File: src/rtl/mips_pkg.sv
// -----------------------------------------------------------------------------
// mips_pkg
// Shared definitions for the multicycle MIPS slice:
//   - default datapath widths
//   - mips_mem_if state encodings
//   - multicycle control-unit state codes (used by blocks and benches that
//     need to talk about which control step is driving the memory stage)
// -----------------------------------------------------------------------------
package mips_pkg;

    localparam int MIPS_DATA_W = 32;
    localparam int MIPS_ADDR_W = 32;

    // Memory interface state encodings (legacy 2-bit codes)
    localparam logic [1:0] MIF_IDLE  = 2'b00;
    localparam logic [1:0] MIF_BUSY  = 2'b01;
    localparam logic [1:0] MIF_DONE  = 2'b10;
    localparam logic [1:0] MIF_FAULT = 2'b11;

    // Multicycle control-unit states
    typedef enum logic [3:0] {
        CU_FETCH  = 4'd0,
        CU_DECODE = 4'd1,
        CU_MEMADR = 4'd2,
        CU_MEMRD  = 4'd3,
        CU_MEMWB  = 4'd4,
        CU_MEMWR  = 4'd5,
        CU_EXEC   = 4'd6,
        CU_ALUWB  = 4'd7,
        CU_BRANCH = 4'd8,
        CU_JUMP   = 4'd9
    } cu_state_t;

endpackage

File: src/rtl/mips_wait_counter.sv
// -----------------------------------------------------------------------------
// mips_wait_counter
// 8-bit wait-cycle counter with clear and enable. tc flags the enabled cycle
// that is the TERMINAL-th one since the last clear, so the owner can act on
// that same clock edge.
// Ports:
//   cclk  in   clock
//   rstb  in   synchronous active-low reset
//   clr   in   synchronous clear (wins over en)
//   en    in   count enable
//   tc    out  terminal count reached in this cycle
// -----------------------------------------------------------------------------
module mips_wait_counter #(
    parameter int unsigned TERMINAL = 255
) (
    input  logic cclk,
    input  logic rstb,
    input  logic clr,
    input  logic en,
    output logic tc
);

    // Count holds the number of enabled cycles already completed, so the
    // TERMINAL-th enabled cycle is the one where count == TERMINAL-1.
    localparam logic [7:0] TC_VALUE = 8'(TERMINAL - 1);

    logic [7:0] count;

    // NOTE: sequential state is written only with non-blocking (<=) assignments
    // so every register samples pre-edge values regardless of block order.
    always_ff @(posedge cclk) begin
        if (!rstb || clr) begin
            count <= 8'd0;
        end else if (en) begin
            count <= count + 8'd1;
        end
    end

    assign tc = en && (count == TC_VALUE);

endmodule

File: src/rtl/mips_mem_if.sv
// -----------------------------------------------------------------------------
// mips_mem_if
// Memory stage behind the multicycle MIPS control unit. Turns MemRead/MemWrite
// into a registered req/ack bus transaction, returns the instruction register
// and memory data register, and stalls the control unit until the access
// completes. Misaligned/conflicting requests, bus errors and timeouts land in
// a sticky FAULT state that only reset leaves.
// Ports:
//   cclk, rstb              clock, synchronous active-low reset
//   mem_read, mem_write     access request from the control unit
//   iord                    address select: 1 = alu_out, 0 = pc
//   ir_write                read result goes to instr instead of mdr
//   pc, alu_out, wdata      address sources and store data
//   bus_req/we/addr/wdata   registered bus request fields
//   bus_rdata, bus_ack,
//   bus_err                 bus response (err only meaningful with ack)
//   instr, mdr              instruction / memory data registers
//   stall                   hold the control-unit state register
//   fault                   sticky access fault
// -----------------------------------------------------------------------------
module mips_mem_if
    import mips_pkg::*;
#(
    parameter int DATA_W  = MIPS_DATA_W,
    parameter int ADDR_W  = MIPS_ADDR_W,
    parameter int TIMEOUT = 255
) (
    input  logic              cclk,
    input  logic              rstb,
    input  logic              mem_read,
    input  logic              mem_write,
    input  logic              iord,
    input  logic              ir_write,
    input  logic [ADDR_W-1:0] pc,
    input  logic [ADDR_W-1:0] alu_out,
    input  logic [DATA_W-1:0] wdata,
    output logic              bus_req,
    output logic              bus_we,
    output logic [ADDR_W-1:0] bus_addr,
    output logic [DATA_W-1:0] bus_wdata,
    input  logic [DATA_W-1:0] bus_rdata,
    input  logic              bus_ack,
    input  logic              bus_err,
    output logic [DATA_W-1:0] instr,
    output logic [DATA_W-1:0] mdr,
    output logic              stall,
    output logic              fault
);

    logic [1:0]        state;
    logic              tgt_ir;
    logic              access;
    logic [ADDR_W-1:0] addr;
    logic              timed_out;

    assign access = mem_read | mem_write;
    assign addr   = iord ? alu_out : pc;

    // Stall drops only in DONE (and in IDLE with nothing requested), which is
    // the single cycle the control unit uses to advance.
    assign stall = ((state == MIF_IDLE) && access)
                 || (state == MIF_BUSY)
                 || (state == MIF_FAULT);

    // Counter runs only while BUSY and restarts from zero on every new access.
    mips_wait_counter #(
        .TERMINAL (TIMEOUT)
    ) u_wait_counter (
        .cclk (cclk),
        .rstb (rstb),
        .clr  (state != MIF_BUSY),
        .en   (state == MIF_BUSY),
        .tc   (timed_out)
    );

    always_ff @(posedge cclk) begin
        if (!rstb) begin
            state     <= MIF_IDLE;
            bus_req   <= 1'b0;
            bus_we    <= 1'b0;
            bus_addr  <= '0;
            bus_wdata <= '0;
            tgt_ir    <= 1'b0;
            instr     <= '0;
            mdr       <= '0;
            fault     <= 1'b0;
        end else begin
            case (state)
                MIF_IDLE: begin
                    if (access) begin
                        // Illegal requests never reach the bus.
                        if ((mem_read && mem_write) || (addr[1:0] != 2'b00)) begin
                            state <= MIF_FAULT;
                            fault <= 1'b1;
                        end else begin
                            bus_addr  <= addr;
                            bus_we    <= mem_write;
                            bus_wdata <= wdata;
                            tgt_ir    <= ir_write && mem_read;
                            bus_req   <= 1'b1;
                            state     <= MIF_BUSY;
                        end
                    end
                end

                MIF_BUSY: begin
                    if (bus_ack) begin
                        bus_req <= 1'b0;
                        if (bus_err) begin
                            state <= MIF_FAULT;
                            fault <= 1'b1;
                        end else begin
                            if (!bus_we) begin
                                if (tgt_ir) begin
                                    instr <= bus_rdata;
                                end else begin
                                    mdr <= bus_rdata;
                                end
                            end
                            state <= MIF_DONE;
                        end
                    end else if (timed_out) begin
                        bus_req <= 1'b0;
                        state   <= MIF_FAULT;
                        fault   <= 1'b1;
                    end
                end

                MIF_DONE: begin
                    state <= MIF_IDLE;
                end

                default: begin
                    // FAULT is absorbing until reset.
                    state <= MIF_FAULT;
                end
            endcase
        end
    end

endmodule

File: config.mk
export PLATFORM = sky130hd
export DESIGN_NAME = mips_mem_if
export DESIGN_NICKNAME = d
export VERILOG_FILES = /design/src/rtl/mips_pkg.sv /design/src/rtl/mips_wait_counter.sv /design/src/rtl/mips_mem_if.sv
export SDC_FILE = /design/constraint.sdc
export NUM_CORES = 1
export LEC_CHECK = 0
export CORE_MARGIN = 10
export CORE_UTILIZATION = 31
export DETAILED_ROUTE_END_ITERATION = 10
export HOLD_SLACK_MARGIN = 0.15
export MAX_ROUTING_LAYER = met4
export PLACE_DENSITY = 0.74
export SLEW_MARGIN = 20
export SYNTH_ARGS = -nofsm -noshare
export SYNTH_HDL_FRONTEND = slang
export SYNTH_SLANG_ARGS = --single-unit
File: constraint.sdc
create_clock -name cclk -period 3.7 [get_ports cclk]
set_input_delay 0.925 -clock cclk [delete_from_list [all_inputs] [get_ports cclk]]
set_output_delay 0.925 -clock cclk [all_outputs]
set_load 0.05 [all_outputs]
# After elaboration in Yosys (flattened, before gate mapping)
# Index checks and enable logic that the tools add are counted.
classes:
  n_div: 0
  n_mux: 18
  n_eq_ne: 10
  reduce_logical: 18
  n_bitwise: 5
  multipliers: 0
  add_sub_neg: 1
  shift: 0
  order_cmp: 0
op_table:
  columns: ["op", "count"]
  rows:
  - ["$mux 32", 1]
  - ["$reduce_and 5->1", 3]
  - ["$mux 1", 10]
  - ["$add 8x1->8 const B", 1]
  - ["$eq 8x8->1 const B", 1]
  - ["$mux 2", 4]
  - ["$ne 3x3->1 const B", 2]
  - ["$pmux 2 s3", 1]
  - ["$eq 2x2->1 const B", 2]
  - ["$logic_and 1x1->1", 4]
  - ["$logic_or 1x1->1", 4]
  - ["$ne 2x1->1 const B", 2]
  - ["$ne 2x2->1 const B", 2]
  - ["$not 1->1", 4]
  - ["$pmux 1 s2", 2]
  - ["$reduce_and 4->1", 1]
  - ["$reduce_bool 2->1", 2]
  - ["$reduce_and 3->1", 1]
  - ["$eq 2x1->1 const B", 1]
  - ["$logic_not 2->1", 1]
  - ["$reduce_and 2->1", 1]
  - ["$logic_not 1->1", 1]
  - ["$or 1x1->1", 1]
totals:
  latchBits: 0
  mem_bits_ro: 0
  in_bits: 136
  elab_cells: 62
  ff_bits: 142
  n_memories: 0
  mem_bits_rw: 0

# Longest topological paths before layout
# Gate-level depths: netlist (run 1).
logic_depth:
  ltp_word: 6
  ltp_mapped: 8
  depth_no_buf: 6

# Cells and area by module
# A second synthesis (run 1) with hierarchy kept.
hier_totals:
  cells_unflattened: 612
  hier_area_um2: 5616.6
modules_own_cells:
  columns: ["module", "n_inst", "cells_each", "seq_area_each_um2", "area_per_inst_um2"]
  rows:
  - ["mips_mem_if", 1, 570, 2682.6, 5247.5]
  - ["mips_wait_counter", 1, 42, 160.2, 369.1]

# Worst setup path before layout (run 1)
# OpenSTA, ideal clock, no wires.
synth_timing:
  path_kind: "input port to output port"
  from: "input mem_write"
  to: "output stall"
  t_required_ns: 2.775
  slack_ns: 1.063
  arrival_time_ns: 1.712
  path_stages: 3
  path_cell_list: "nor2_1 > nor2_1 > or2_2"
synth_between:
  elab_chain_cells: 4
synth_rtl:
  columns: ["item", "line", "source"]
  rows:
  - ["start, declared", "mips_mem_if.sv:31", "input logic mem_write,"]
  - ["$or 1x1->1", "mips_mem_if.sv:56", "assign access = mem_read | mem_write;"]
  - ["$logic_and 1x1->1", "mips_mem_if.sv:61", "assign stall = ((state == MIF_IDLE) && access)"]
  - ["$logic_or 1x1->1", "mips_mem_if.sv:62", "|| (state == MIF_BUSY)"]
  - ["$logic_or 1x1->1", "mips_mem_if.sv:63", "|| (state == MIF_FAULT);"]
  - ["end, declared", "mips_mem_if.sv:46", "output logic stall,"]
# Every way passes these cells.

# Final worst setup path (run 1)
layout_timing:
  from: "input mem_read"
  to: "output stall"
layout_between:
  elab_chain_cells: 4
layout_rtl:
  columns: ["item", "line", "source"]
  rows:
  - ["start, declared", "mips_mem_if.sv:30", "input logic mem_read,"]
  - ["$or 1x1->1", "mips_mem_if.sv:56", null]
  - ["$logic_and 1x1->1", "mips_mem_if.sv:61", null]
  - ["$logic_or 1x1->1", "mips_mem_if.sv:62", null]
  - ["$logic_or 1x1->1", "mips_mem_if.sv:63", null]
# Every way passes these cells.

==> impl_metrics.tcl, run 1 <==
set metrics [dict create \
    mostFrequentLayoutCells "265 x clkdlybuf4s50_1, 142 x dfxtp_1, 135 x nand2_1" \
    max_freq_ghz 0.326 \
    final_common_cell "clkdlybuf4s50_1" \
    drive_above_1_share_pct 5.67 \
    rr_startpoint "state[0]" \
    final_nets 1025 \
    wirelength_um 19700 \
    multi_input_area_um2 2370 \
    cp.required_ps 2770 \
    async_flop_share_pct 0 \
    rsz0062_at_grt "false" \
    hold_end "instr[30]" \
    tns_ps 0 \
    globalplace.congestion 0.803 \
    ant_nets 0 \
    first_global_vias 5260 \
    cp_max_fo 5 \
    synth.area.top_cells "dfxtp_1 52%, a21oi_1 12%, nand2_1 9.2%, mux2i_1 5.8%, a211oi_1 4.1%" \
    clk_pin_slew_ps 60 \
    syn_area_um2 5490 \
    numPortBuffers 267 \
    cts_made_buffers 17 \
    min_path_type "reg -> reg" \
    gr-total-overflow 0 \
    grt_pass1_wl_um 30200 \
    synth_top_flop_cell "dfxtp_1" \
    die_w_um 153 \
    synth_warnings 0 \
    synth_adder_area_share_pct 0.456 \
    finalHoldViolations 0 \
    worst-setup-path-type "in -> out" \
    cts_tree "yes" \
    clk_path_buf_depth 2 \
    vias_per_cell 4.83 \
    setup_ws_ps 629 \
    cts-root-buf "clkbuf_16" \
    synth_top_family_by_area "compound AO/OA/AOI/OAI gates" \
    arrival_ps 2150 \
    dieArea_um2 23400 \
    hpwl_um 14200 \
    fin_crit_sh_pct 83.0 \
    yosys.area_share.simple_pct 16.0 \
    wl_per_cell_um 17.5 \
    slew-limit-headroom_pct 54.6 \
    grt_max_degree 86 \
    synth-seq-cells 142 \
    syn_area_per_cell_um2 8.49 \
    initial_core_util_pct 31.6 \
    placed_area_um2 8290 \
    grt.total_usage_pct 16.3 \
    drtPass1Iterations 4 \
    synth_edf_count 0 \
    start_kind "primary input" \
    whs_path_depth 2 \
    ctsHtreeMaxLevel 4 \
    drtIter0Drc 225 \
    drc 0 \
    die_h_um 153 \
    dp_slack_ps 638 \
    fin_crit_ps 3070 \
    rows 48 \
    fillers 1650 \
    yosysTopAreaCellShare_pct 51.8 \
    r2r_end "bus_addr[6]" \
    ys_types 33 \
    fin_util_pct 51.3 \
    syn_nets 785 \
    reg2reg_depth 6 \
    leakage_nw 3.08 \
    ys_seq_area_share_pct 51.8 \
    setup_viol 0 \
    io_pins 268 \
    slew_violations 0 \
    final_cell_area_um2 8910 \
    area_delta_synth_final_pct 62.3 \
    regArea_um2 2840 \
    hold_start "instr[30]" \
    worst_slew_pin_slew_ps 681 \
    irDropWorstVdd_uv 285 \
    synth_compound_area_share_pct 19.9 \
    vias 5444 \
    timing.critical_path.to_type "output port" \
    core_um2 17400 \
    cts_resized 0 \
    synth-xor-area-share_pct 0.798 \
    syn-instance-count 647 \
    postCtsSetupRepairBufs 0 \
    power.density_nw_per_um2 451 \
    outcome "finished clean" \
    fin_total_pwr_w 0.00402 \
    cts_sinks 142 \
    synth_largest_area_cell "dfxtp_1" \
    muxShareOfSynthArea_pct 5.83 \
    finalClockSkew_ps 9.79 \
    grt_antenna_before_repair 2 \
    drv_cap 0 \
    clk_latency_ps 410 \
    cts_hold_buf 0 \
    ff2ff_setup_slack_ps 2050 \
]
[through the flow]
| stage | cells | hold WS [ps] |
|---|---|---|
| 2_1_floorplan | 647 | 441 |
| 3_3_place_gp | 1093 | 441 |
| 3_5_place_dp | 1093 | 445 |
| 4_1_cts | 1125 | 454 |
| 5_1_grt | 1127 | 469 |
| 6_report | 1127 | 451 |
[sequential cells by signal (all words and copies together) (netlist names), 2 cells and up]
name	count
bus_addr	32
state	2
instr	32
u_wait_counter.count	8
mdr	32
bus_wdata	32
[cell type report]
class                      count  area share [%]
sequential                   142            31.9
tap                          225            3.16
clock buffer                  23            5.48
timing repair buffer         278            31.1
multi-input combinational    444            26.6
inverter                       4           0.197
clock inverter                 9            1.47
antenna                        2          0.0562
[cells in the mapped netlist (3+ instances only)]
| master | n |
|---|---|
| dfxtp_1 | 142 |
| nand2_1 | 135 |
| a21oi_1 | 130 |
| nand3_1 | 40 |
| clkbuf_1 | 35 |
| mux2i_1 | 32 |
| o21ai_0 | 32 |
| a211oi_1 | 30 |
| buf_2 | 13 |
| nor2_1 | 12 |
| and3_1 | 5 |
| buf_6 | 4 |
| inv_1 | 4 |
| buf_4 | 3 |
| nor3_1 | 3 |
| xor2_1 | 3 |
[cells by family (layout without fill, tap and decap cells)]
kind of cell	count (synthesis)	after routing
flip-flops	142	142
adder cells (fa/ha/maj)	2	2
buffers and inverters	61	314
multiplexers	32	32
AO/OA/AOI/OAI	200	200
XOR/XNOR	5	5
AND/OR/NAND/NOR	205	205
other	0	2
[power by group]
part           internal [W]  leakage, nW  switching, W  total, W
Clock               0.00113        0.296      0.000651   0.00179
Combinational      0.000270         1.63      0.000355  0.000625
Sequential          0.00158         1.15     0.0000286   0.00161
Total               0.00298         3.08       0.00104   0.00402
[how the worst max path moves through the flow]
stage,start,to,slack [ps],depth (start not counted)
3_3_place_gp,mem_write,stall,650,5
2_1_floorplan,mem_write,stall,1060,3
4_1_cts,mem_read,stall,630,5
3_5_place_dp,mem_read,stall,640,5
5_1_grt,mem_read,stall,560,5
6_report,mem_read,stall,630,5
[critical path, stage by stage]
cell and delay [ps]:
clkdlybuf4s50_1 490, nor2_2 170, nor2_1 70, or2_2 290, buf_4 200
[metal layers]
| layer | routed length [um] | share of wire [%] | up-vias | track usage (%) |
|---|---|---|---|---|
| met4 | 283 | 1.4 | 0 | 5.22 |
| met1 | 8430 | 43 | 2552 | 19.1 |
| met5 | 0 | 0 | - | - |
| met2 | 9820 | 50 | 152 | 26.5 |
| met3 | 1190 | 6.0 | 18 | 4.49 |
| li1 | - | - | 2722 | - |
Note: power is estimated with default switching activity, not from simulation.
==> inputs of run 2 (changes only) <==
--- a/config.mk
+++ b/config.mk
@@ -10,7 +10,7 @@
 export DETAILED_ROUTE_END_ITERATION = 10
 export HOLD_SLACK_MARGIN = 0.15
 export MAX_ROUTING_LAYER = met4
-export PLACE_DENSITY = 0.74
+export PLACE_DENSITY = 0.77
 export SLEW_MARGIN = 20
 export SYNTH_ARGS = -nofsm -noshare
 export SYNTH_HDL_FRONTEND = slang
==> constraint.sdc (replaced) <==
create_clock -name cclk -period 2.8 [get_ports cclk]
set_input_delay 0.7 -clock cclk [delete_from_list [all_inputs] [get_ports cclk]]
set_output_delay 0.7 -clock cclk [all_outputs]
set_load 0.05 [all_outputs]
==> impl_metrics.tcl, run 2 (same netlist as run 1, synthesis figures left out) <==
set metrics [dict create \
    fin_crit_ps 2570 \
    fin_crit_sh_pct 91.6 \
    slew_violations 0 \
    combPwrFrac_pct 16.2 \
    wirelength_um 19500 \
    cts-root-buf "clkbuf_16" \
    slowest_delay_ps 460 \
    io_pins 268 \
    rsz0062_at_grt "false" \
    vias 5428 \
    fin_total_pwr_w 0.00518 \
    drc 0 \
    cts_sinks 142 \
    p_seq_share_pct 41.0 \
    gr-total-overflow 0 \
    area_delta_synth_final_pct 63.0 \
    critical-path-top-delay-family "buffers and inverters" \
    swShare_pct 25.9 \
    fillers 1635 \
    multi_input_area_um2 2370 \
    leakage_nw 3.10 \
    core_um2 17400 \
    max_freq_ghz 0.390 \
    clock_power_share_pct 42.8 \
    clk_path_buf_depth 2 \
    die_h_um 153 \
    grt_pass1_wl_um 30200 \
    cts_hold_buf 0 \
    irDropWorstVdd_uv 402 \
    regArea_um2 2840 \
    final_common_cell "clkdlybuf4s50_1" \
    cts_resized 0 \
    crit_chain "clkdlybuf4s50_1 -> nor2_2 -> nor2_1 -> or2_2 -> buf_4" \
    p_switching_w 0.00134 \
    drive_above_1_share_pct 5.87 \
    ctsHtreeMaxLevel 4 \
    fin_util_pct 51.6 \
    initial_core_util_pct 31.6 \
    die_w_um 153 \
    grt.total_usage_pct 16.3 \
    grt_max_degree 71 \
    rows 48 \
    clk_latency_ps 400 \
    cts_made_buffers 17 \
    slew-limit-headroom_pct 61.0 \
    drtPass1Iterations 4 \
    placed_area_um2 8360 \
    finalClockSkew_ps 6.02 \
    final_nets 1028 \
    arrival_ps 1870 \
    outcome "finished clean" \
    dieArea_um2 23400 \
    worst-setup-path-type "in -> out" \
    setup_viol 0 \
    timing.critical_path.to_type "output port" \
    finalHoldViolations 0 \
    start_kind "primary input" \
    cp.required_ps 2100 \
    fin_hold_ws_ps 451 \
    tns_ps 0 \
    drtIter0Drc 292 \
    power.density_nw_per_um2 579 \
    min_path_type "reg -> reg" \
    wl_per_cell_um 17.2 \
    p_int_w 0.00384 \
    worst_slew_pin_slew_ps 583 \
    ant_nets 0 \
    cp.buffers_inverters 2 \
    clk_pin_slew_ps 50 \
    drv_cap 0 \
    grt_antenna_before_repair 2 \
    cts_tree "yes" \
    hpwl_um 14200 \
    final_cell_area_um2 8950 \
    first_global_vias 5282 \
    mostFrequentLayoutCells "265 x clkdlybuf4s50_1, 142 x dfxtp_1, 135 x nand2_1" \
    cp_max_fo 4 \
    numPortBuffers 267 \
    vias_per_cell 4.80 \
    crit_slowest_cell "clkdlybuf4s50_1" \
    globalplace.congestion 0.806 \
    postCtsSetupRepairBufs 0 \
]
-- run 2: changes by cell type in the layout (fill, tap and decap cells not counted), sizes merged --
cell	delta
clkinv	+3
bufinv	-1
clkinvlp	-2
buf	+3
-- run 2: power by group through the flow --
stage                     Clock, W  Sequential, W  Combinational [W]
after floorplan                  0        0.00237           0.000241
after global placement           0        0.00217           0.000840
after detailed placement         0        0.00217           0.000844
after CTS                  0.00228        0.00212           0.000847
after global routing       0.00237        0.00213           0.000892
final                      0.00222        0.00212           0.000839
-- run 2: final timing paths --
check                 end  slack (ps)  startpoint  depth (start not counted)
min reg2reg     instr[12]         450   instr[12]                          2
max reg2reg  bus_addr[19]        1180    state[0]                          5
max                 stall         230   mem_write                          5
min             instr[12]         450   instr[12]                          2
-- run 2: metrics by stage --
| step | cells | worst slack (ps) |
|---|---|---|
| 6_report | 1130 | 235 |
| 5_1_grt | 1130 | 126 |
| 4_1_cts | 1128 | 224 |
| 3_5_place_dp | 1096 | 233 |
| 3_3_place_gp | 1096 | 239 |
| 2_1_floorplan | 647 | 613 |
-- run 2: cell type report --
cell class	count	share of cell area, %
Clock inverter	9	1.22
Clock buffer	23	5.34
Timing Repair Buffer	281	31.8
Multi-Input combinational cell	444	26.5
Inverter	4	0.196
Antenna cell	2	0.0559
Sequential cell	142	31.8
Tap cell	225	3.15
-- run 2: routing by layer --
| metal | share of wire, % | GRT usage, % |
|---|---|---|
| met1 | 42 | 18.7 |
| met2 | 50 | 26.6 |
| met3 | 6.6 | 5.53 |
| met4 | 1.4 | 4.54 |
| met5 | 0 | - |
-- run 2: worst register-to-register path, delay by kind of cell, from the launching register on --
kind,cells,cell delay [ps]
AND/OR/NAND/NOR,2,500
AO/OA/AOI/OAI,2,370
buffers and inverters,1,280
flip-flops,1,380
==> inputs of run 3 (changes only) <==
--- a/config.mk
+++ b/config.mk
@@ -10,7 +10,7 @@
 export DETAILED_ROUTE_END_ITERATION = 10
 export HOLD_SLACK_MARGIN = 0.15
 export MAX_ROUTING_LAYER = met4
-export PLACE_DENSITY = 0.77
+export PLACE_DENSITY = 0.79
 export SLEW_MARGIN = 20
 export SYNTH_ARGS = -nofsm -noshare
 export SYNTH_HDL_FRONTEND = slang
==> constraint.sdc (replaced) <==
create_clock -name cclk -period 2.1 [get_ports cclk]
set_input_delay 0.63 -clock cclk [delete_from_list [all_inputs] [get_ports cclk]]
set_output_delay 0.63 -clock cclk [all_outputs]
set_load 0.05 [all_outputs]
==> impl_metrics.tcl, run 3 (same netlist as run 1, synthesis figures left out) <==
set metrics [dict create \
    hold_start "instr[6]" \
    cp.buffers_inverters 2 \
    finalClockSkew_ps 15.0 \
    hpwl_um 14500 \
    mostFrequentLayoutCells "146 x buf_4, 142 x dfxtp_1, 135 x nand2_1" \
    slew-limit-headroom_pct 73.2 \
    outcome "finished clean" \
    vias_per_cell 4.81 \
    slew_violations 0 \
    whs_path_depth 2 \
    crit_start "mem_read" \
    cp.depth 5 \
    rsz0062_at_grt "false" \
    rows 48 \
    setup_viol 0 \
    first_global_vias 5506 \
    arrival_ps 1400 \
    start_kind "primary input" \
    cts_made_buffers 17 \
    irDropWorstVdd_uv 490 \
    fin_total_pwr_w 0.00704 \
    power.density_nw_per_um2 798 \
    crit_chain "clkdlybuf4s15_2 -> nor2_4 -> nor2_1 -> or2_4 -> buf_12" \
    drive_above_1_share_pct 21.9 \
    cp_max_fo 2 \
    drtPass1Iterations 4 \
    final_nets 1040 \
    vias 5491 \
    ctsHtreeMaxLevel 4 \
    drv_cap 0 \
    drc 0 \
    cts-root-buf "clkbuf_16" \
    rr_startpoint "u_wait_counter.count[0]" \
    grt.total_usage_pct 16.5 \
    dieArea_um2 23400 \
    worst-setup-path-type "in -> out" \
    clk_path_buf_depth 2 \
    fillers 1618 \
    timing.critical_path.to_type "output port" \
    clk_pin_slew_ps 60 \
    die_h_um 153 \
    area_delta_synth_final_pct 60.6 \
    globalplace.congestion 0.827 \
    numPortBuffers 267 \
    min_path_type "reg -> reg" \
    grt_max_degree 64 \
    initial_core_util_pct 31.6 \
    cp.required_ps 1470 \
    cts_sinks 142 \
    clk_latency_ps 410 \
    die_w_um 153 \
    fin_crit_ps 2030 \
    ant_nets 0 \
    cts_tree "yes" \
    slowest_delay_ps 250 \
    grt_antenna_before_repair 2 \
    leakage_nw 3.44 \
    reg2reg_depth 6 \
    tns_ps 0 \
    crit_slowest_cell "or2_4" \
    io_pins 268 \
    drtIter0Drc 232 \
    fin_crit_sh_pct 96.9 \
    max_freq_ghz 0.492 \
    final_common_cell "buf_4" \
    gr-total-overflow 0 \
    wl_per_cell_um 17.3 \
    wirelength_um 19800 \
    grt_pass1_wl_um 30500 \
    core_um2 17400 \
    setup_ws_ps 65.7 \
    worst_slew_pin_slew_ps 402 \
    critical-path-top-delay-family "simple AND/OR/NAND/NOR gates" \
    dp_slack_ps -355 \
    finalHoldViolations 0 \
]
==> run 3: final cells by class <==
| cell class | instances | area (um^2) | share of cell area (%) |
|---|---|---|---|
| tap | 225 | 282 | 3.19 |
| clock inverter | 12 | 163 | 1.85 |
| sequential | 142 | 2840 | 32.2 |
| clock buffer | 19 | 443 | 5.02 |
| antenna | 2 | 5.00 | 0.0568 |
| multi-input combinational | 444 | 2380 | 27.0 |
| inverter | 4 | 17.5 | 0.199 |
| timing repair buffer | 293 | 2680 | 30.4 |
==> run 3: worst paths after layout <==
path / endpoint / slack [ps]
max: stall / 70
max reg2reg: bus_req / 500
min: instr[6] / 450
min reg2reg: instr[6] / 450
==> run 3: power breakdown <==
group | switching (W) | internal, W | total [W]
Clock | 0.00116 | 0.00190 | 0.00306
Sequential | 0.0000510 | 0.00278 | 0.00283
Combinational | 0.000640 | 0.000500 | 0.00114
==> run 3: worst register-to-register path: stages (launching register included) <==
cell	delay, ps
dfxtp_1	340
inv_1	70
ha_1	130
and3_1	160
a31oi_1	120
a211o_1	330
a311o_1	350
==> run 3: what timing repair did <==
action | 4_1_cts | 5_1_grt
hold buffers | 0 | 0
endpoints found under the setup margin | 1 | 3
setup buffers | 1 | 0
pin swaps | 3 | 2
gates cloned | 0 | 0
resized for setup | 11 | 2
==> run 3: layer usage <==
layer,wire (um),vias to the layer above,global-route usage (%)
li1,-,2753,-
met1,8420,2565,18.7
met2,9930,154,27.5
met3,1110,19,4.77
met4,325,0,4.90
met5,0,-,-
==> run 3: through the flow <==
stage / hold slack [ps] / instances / utilization [%] / instance area [um^2]
floorplan: 441 / 647 / - / 5490
global placement: 441 / 1107 / 47.1 / 8180
detailed placement: 447 / 1107 / 47.1 / 8180
CTS: 455 / 1139 / 50.8 / 8810
global route: 475 / 1141 / 50.8 / 8810
finish: 453 / 1141 / 50.8 / 8810
